$ cat src/rtl/mac_seq_ctrl.sv
// mac_seq_ctrl: job sequencer for one int4 x int8 double-MAC unit and its operand buffer.
// Optional stall counter output enabled by MAC_SEQ_STALL_CNT_EN. Rev 1.0
`default_nettype none

module mac_seq_ctrl #(
   parameter int LEN_W  = 8,
   parameter int ADDR_W = 8,
   parameter int ACC_W  = 26
) (
   input  logic              clk,
   input  logic              reset,
   input  logic              start_valid,
   output logic              start_ready,
   input  logic [LEN_W-1:0]  start_len,
   input  logic [ADDR_W-1:0] start_base,
   input  logic              hold,
   output logic              rd_en,
   output logic [ADDR_W-1:0] rd_addr,
   output logic              mac_pulse,
   output logic              mac_clr,
   input  logic [ACC_W-1:0]  mac_result,
   output logic              res_valid,
   input  logic              res_ready,
   output logic [ACC_W-1:0]  res_data,
`ifdef MAC_SEQ_STALL_CNT_EN
   output logic [15:0]       stall_cnt,
`endif
   output logic              busy
);

   localparam logic [LEN_W-1:0] c_LEN_ONE = LEN_W'(1);

   typedef enum logic [2:0] {
      ST_IDLE    = 3'd0,
      ST_CLEAR   = 3'd1,
      ST_RUN     = 3'd2,
      ST_DRAIN   = 3'd3,
      ST_CAPTURE = 3'd4,
      ST_DONE    = 3'd5
   } state_t;

   state_t            state_q, state_d;
   logic [LEN_W-1:0]  len_q, len_d;
   logic [LEN_W-1:0]  idx_q, idx_d;
   logic [ADDR_W-1:0] base_q, base_d;
   logic [ACC_W-1:0]  res_q, res_d;
   logic              pulse_q;

   always_ff @(posedge clk or posedge reset) begin
      if (reset) begin
         state_q <= ST_IDLE;
         len_q   <= '0;
         idx_q   <= '0;
         base_q  <= '0;
         res_q   <= '0;
         pulse_q <= 1'b0;
      end else begin
         state_q <= state_d;
         len_q   <= len_d;
         idx_q   <= idx_d;
         base_q  <= base_d;
         res_q   <= res_d;
         pulse_q <= rd_en;
      end
   end

   always_comb begin
      state_d     = state_q;
      len_d       = len_q;
      idx_d       = idx_q;
      base_d      = base_q;
      res_d       = res_q;
      start_ready = 1'b0;
      busy        = 1'b1;
      mac_clr     = 1'b0;
      rd_en       = 1'b0;
      rd_addr     = '0;
      res_valid   = 1'b0;
      case (state_q)
         ST_IDLE: begin
            start_ready = 1'b1;
            busy        = 1'b0;
            if (start_valid) begin
               len_d   = start_len;
               base_d  = start_base;
               idx_d   = '0;
               state_d = ST_CLEAR;
            end
         end
         ST_CLEAR: begin
            mac_clr = 1'b1;
            state_d = (len_q == '0) ? ST_CAPTURE : ST_RUN;
         end
         ST_RUN: begin
            rd_en   = !hold;
            rd_addr = base_q + ADDR_W'(idx_q);
            if (!hold) begin
               idx_d = idx_q + c_LEN_ONE;
               if (idx_q == len_q - c_LEN_ONE) begin
                  state_d = ST_DRAIN;
               end
            end
         end
         ST_DRAIN: begin
            // Last pulse lands here; the accumulator is final one cycle later.
            state_d = ST_CAPTURE;
         end
         ST_CAPTURE: begin
            res_d   = mac_result;
            state_d = ST_DONE;
         end
         ST_DONE: begin
            res_valid = 1'b1;
            if (res_ready) begin
               state_d = ST_IDLE;
            end
         end
         default: begin
            state_d = ST_IDLE;
         end
      endcase
   end

   assign mac_pulse = pulse_q;
   assign res_data  = res_q;

`ifdef MAC_SEQ_STALL_CNT_EN
   logic [15:0] stall_q, stall_d;

   always_comb begin
      stall_d = stall_q;
      if (state_q == ST_IDLE && start_valid) begin
         stall_d = '0;
      end else if (state_q == ST_RUN && hold && stall_q != 16'hFFFF) begin
         stall_d = stall_q + 16'd1;
      end
   end

   always_ff @(posedge clk or posedge reset) begin
      if (reset) begin
         stall_q <= '0;
      end else begin
         stall_q <= stall_d;
      end
   end

   assign stall_cnt = stall_q;
`endif

endmodule

`default_nettype wire

$ cat config.mk
export PLATFORM = sky130hd
export DESIGN_NAME = mac_seq_ctrl
export DESIGN_NICKNAME = d
export VERILOG_FILES = /design/src/rtl/mac_seq_ctrl.sv
export SDC_FILE = /design/constraint.sdc
export NUM_CORES = 1
export LEC_CHECK = 0
export CORE_ASPECT_RATIO = 0.8
export CORE_MARGIN = 5
export CORE_UTILIZATION = 40
export DETAILED_ROUTE_END_ITERATION = 10
export MAX_ROUTING_LAYER = met4
export PLACE_DENSITY = 0.73
export SKIP_LAST_GASP = 1
export SYNTH_ARGS = -nofsm -noshare
export SYNTH_HDL_FRONTEND = slang
export SYNTH_SLANG_ARGS = --single-unit
$ cat constraint.sdc
create_clock -name clk -period 2.1 [get_ports clk]
set_input_delay 0.42 -clock clk [delete_from_list [all_inputs] [get_ports clk]]
set_output_delay 0.42 -clock clk [all_outputs]
set_load 0.02 [all_outputs]
==> results.sh <==
export IMPL_cts_tree="done"
export IMPL_maxCapViolCount=0
export IMPL_gp_congestion=0.8513
export IMPL_whs_ns=0.4682
export IMPL_grt_pass1_wl_mm=10.92
export IMPL_yosys_area_top_type="dfrtp_1"
export IMPL_path_class="flip-flop to output port"
export IMPL_violations="negative setup slack"
export IMPL_slew_viol_final=0
export IMPL_tightest_slew_ns=0.3357
export IMPL_syn_nets=299
export IMPL_final_fill_count=589
export IMPL_slew_limit_headroom_pct=77.58
export IMPL_setup_viol=6
export IMPL_drc_errors=0
export IMPL_min_period_over_period_pct=119.6
export IMPL_ys_ff_latch=54
export IMPL_clock_sinks=54
export IMPL_wl_per_cell_um=14.23
export IMPL_cts_buffer_depth=2
export IMPL_nets=425
export IMPL_die_h_um=85.20
export IMPL_hold_viol=0
export IMPL_cp_required_ns=1.68
export IMPL_hold_class="input pin to async pin"
export IMPL_drive_above_1_share_pct=31.79
export IMPL_worstReg2RegStart="state_q[2]$_DFFE_PP0P_"
export IMPL_h_tree_depth=2
export IMPL_cp_end_kind="output port"
export IMPL_rsz0062_at_grt="yes"
export IMPL_cts_root_buf="clkbuf_8"
export IMPL_total_power_w=0.005979
export IMPL_post_route_util_pct=61.15
export IMPL_drt_total_wl_mm=6.474
export IMPL_die_x_um=104.0
export IMPL_synth_cell_types=40
export IMPL_multi_input_area_mm2=0.001411
export IMPL_worst_r2r_cell_count=7
export IMPL_finalCriticalPeriod_ns=2.512
export IMPL_skew_ns=0.006909
export IMPL_grtUsageTotal_pct=15.41
export IMPL_diodes=0
export IMPL_avgSynthCellArea_um2=11.73
export IMPL_clk_latency_ns=0.30
export IMPL_finalNonFillerCells=455
export IMPL_r2r_slack_ns=0.18
export IMPL_netlist_area_mm2=0.002828
export IMPL_routed_via_count=2223
export IMPL_cp_data_arrival_time_ns=2.09
export IMPL_fp_coreArea_mm2=0.006892
export IMPL_drtIter0Drc=42
export IMPL_cp_common_cell="a21o_1"
export IMPL_crit_chain="ha_2 > fa_2 > a21o_1 > a21o_1 > a21oi_2 > or4b_1 > nand3_2 > buf_6"
export IMPL_p_leak_nw=1.902
export IMPL_die_area_mm2=0.008861
export IMPL_regArea_mm2=0.001351
export IMPL_grt_overflow=0
export IMPL_io_pins=87
export IMPL_row_count=27
export IMPL_synth_ff_type="dfrtp_1"
export IMPL_synth_seq_area_share_pct=47.79
export IMPL_grt_pass1_vias=2309
export IMPL_ir_drop_mv=0.6776
export IMPL_asyncSetResetFlopFracSynth_pct=100.0
export IMPL_start_util_pct=41.03
export IMPL_netlist_instances=241
export IMPL_yosys_warnings=0
export IMPL_critPathMaxFanout=2
export IMPL_place_hpwl_mm=4.956
export IMPL_antenna_found_initial=0
export IMPL_reg2reg_to="base_q[2]$_DFFE_PP0P_"
export IMPL_drtAntennaViolNets=0
export IMPL_cts_hold_buffers=0
export IMPL_start_kind="flip-flop"
export IMPL_clkTransAtPathRegs_ns=0.10
export IMPL_first_pass_iters=4
export IMPL_synth_top_cell_area_share_pct=47.79
export IMPL_place_inst=442
export IMPL_synth_edf_count=0
export IMPL_fmax_mhz=398.0
export IMPL_port_buffers=86
export IMPL_setup_ws_ns=-0.4124
export IMPL_syn2layout_area_growth_pct=49.03
export IMPL_yosys_top_cells_area="dfrtp_1 (48%), mux2_2 (16%), ha_1 (4.4%)"
export IMPL_grt_max_degree=55
export IMPL_power_density_mw_per_mm2=1419
export IMPL_crit_slowest_cell="dfrtp_1"
export IMPL_cp_slowest_stage_delay_ns=0.40
export IMPL_status="complete, but fails checks"
export IMPL_cts_buffers=5
export IMPL_via_per_inst=4.886
==> metal layers <==
| layer | vias to the layer above | GRT usage [%] | share of wire [%] |
|---|---|---|---|
| li1 | 1094 | - | - |
| met1 | 1070 | 20.63 | 50 |
| met2 | 55 | 23.96 | 45 |
| met3 | 4 | 3.574 | 4.5 |
| met4 | 0 | 3.529 | 0.74 |
| met5 | - | - | 0 |
==> synth_stat cells, types with 2 or more instances <==
| cell type | count |
|---|---|
| dfrtp_1 | 54 |
| mux2_2 | 40 |
| nor2_1 | 19 |
| xnor2_1 | 11 |
| a21oi_1 | 10 |
| ha_1 | 10 |
| xor2_1 | 10 |
| nand2_1 | 8 |
| nand2b_1 | 7 |
| inv_1 | 6 |
| o21ai_0 | 6 |
| buf_4 | 5 |
| a21o_1 | 4 |
| nand3_1 | 4 |
| nand3b_1 | 4 |
| nor3_1 | 4 |
| nor3b_1 | 4 |
| and2_1 | 3 |
| buf_6 | 3 |
| nand4_1 | 3 |
| or3_1 | 3 |
| and3_1 | 2 |
| mux2i_1 | 2 |
| nand2b_4 | 2 |
| o31ai_1 | 2 |
==> flip-flops by register name, summed over array words and instances (netlist names) <==
name       cells
base_q         8
len_q          8
idx_q          8
state_q        3
res_data      26
mac_pulse      1
==> where the power goes <==
part / leakage [nW] / total (W) / switching, W / internal (W)
clock: 0.0714 / 0.000830 / 0.000322 / 0.000508
sequential: 0.662 / 0.00180 / 0.000297 / 0.00150
combinational: 1.17 / 0.00335 / 0.00154 / 0.00181
total: 1.90 / 0.00598 / 0.00216 / 0.00382
==> repair_timing <==
| item | 4_1_cts | 5_1_grt |
|---|---|---|
| setup endpoints to repair | 13 | 11 |
| buffers inserted | 3 | 2 |
| cloned | 0 | 0 |
| pin swaps | 0 | 2 |
| gates resized for setup | 45 | 14 |
==> kinds of logic after synthesis <==
group / synth area share, %
compound gates: 6.195
xor+xnor: 6.504
fa+ha+maj: 5.133
buf+inv: 3.628
flops: 47.79
mux: 16.64
simple gates: 14.12
==> layout make-up <==
cell class	count	share of cell area, %
clock buffers	6	1.960
multi-input cells	171	33.49
flip-flops and latches	54	32.07
clock inverters	2	1.425
well taps	87	2.583
inverters	7	0.6235
repair buffers	128	27.85
==> critical path: cells and delay by family (launching register included) <==
kind	cells	cell delay, ns
compound gates	3	0.50
fa+ha+maj	2	0.54
flops	1	0.40
simple gates	2	0.22
buf+inv	1	0.13
==> cell usage in the layout, fill, tap and decap left out, drive strengths merged, types with 9 or more instances in the layout <==
master and instances:
nor2 19, a21oi 11, ha 10, mux2 40, nand2b 9, dfrtp 54
clkdlybuf4s50 73, xor2 10, xnor2 11, buf 51
==> metrics by stage <==
step | setup TNS, ns | cell area [um2] | setup WS [ns]
floorplan | -0.1363 | 2841 | -0.05436
global placement | -2.537 | 4038 | -0.5319
detailed placement | -2.739 | 4038 | -0.5813
CTS | -1.827 | 4183 | -0.4458
global route | -2.361 | 4214 | -0.5019
finish | -1.784 | 4214 | -0.4124
==> worst max path at each step <==
| stage | from | end | slack, ns | cells after the start |
|---|---|---|---|---|
| 5_1_grt | idx_q[0]$_DFFE_PP0P_ | rd_addr[4] | -0.50 | 8 |
| 2_1_floorplan | idx_q[0]$_DFFE_PP0P_ | rd_addr[6] | -0.05 | 7 |
| 4_1_cts | idx_q[0]$_DFFE_PP0P_ | rd_addr[6] | -0.45 | 8 |
| 6_report | idx_q[0]$_DFFE_PP0P_ | rd_addr[6] | -0.41 | 8 |
| 3_5_place_dp | idx_q[0]$_DFFE_PP0P_ | rd_addr[6] | -0.58 | 8 |
| 3_3_place_gp | idx_q[0]$_DFFE_PP0P_ | rd_addr[6] | -0.53 | 8 |
Power figures use the tool's default switching activity.
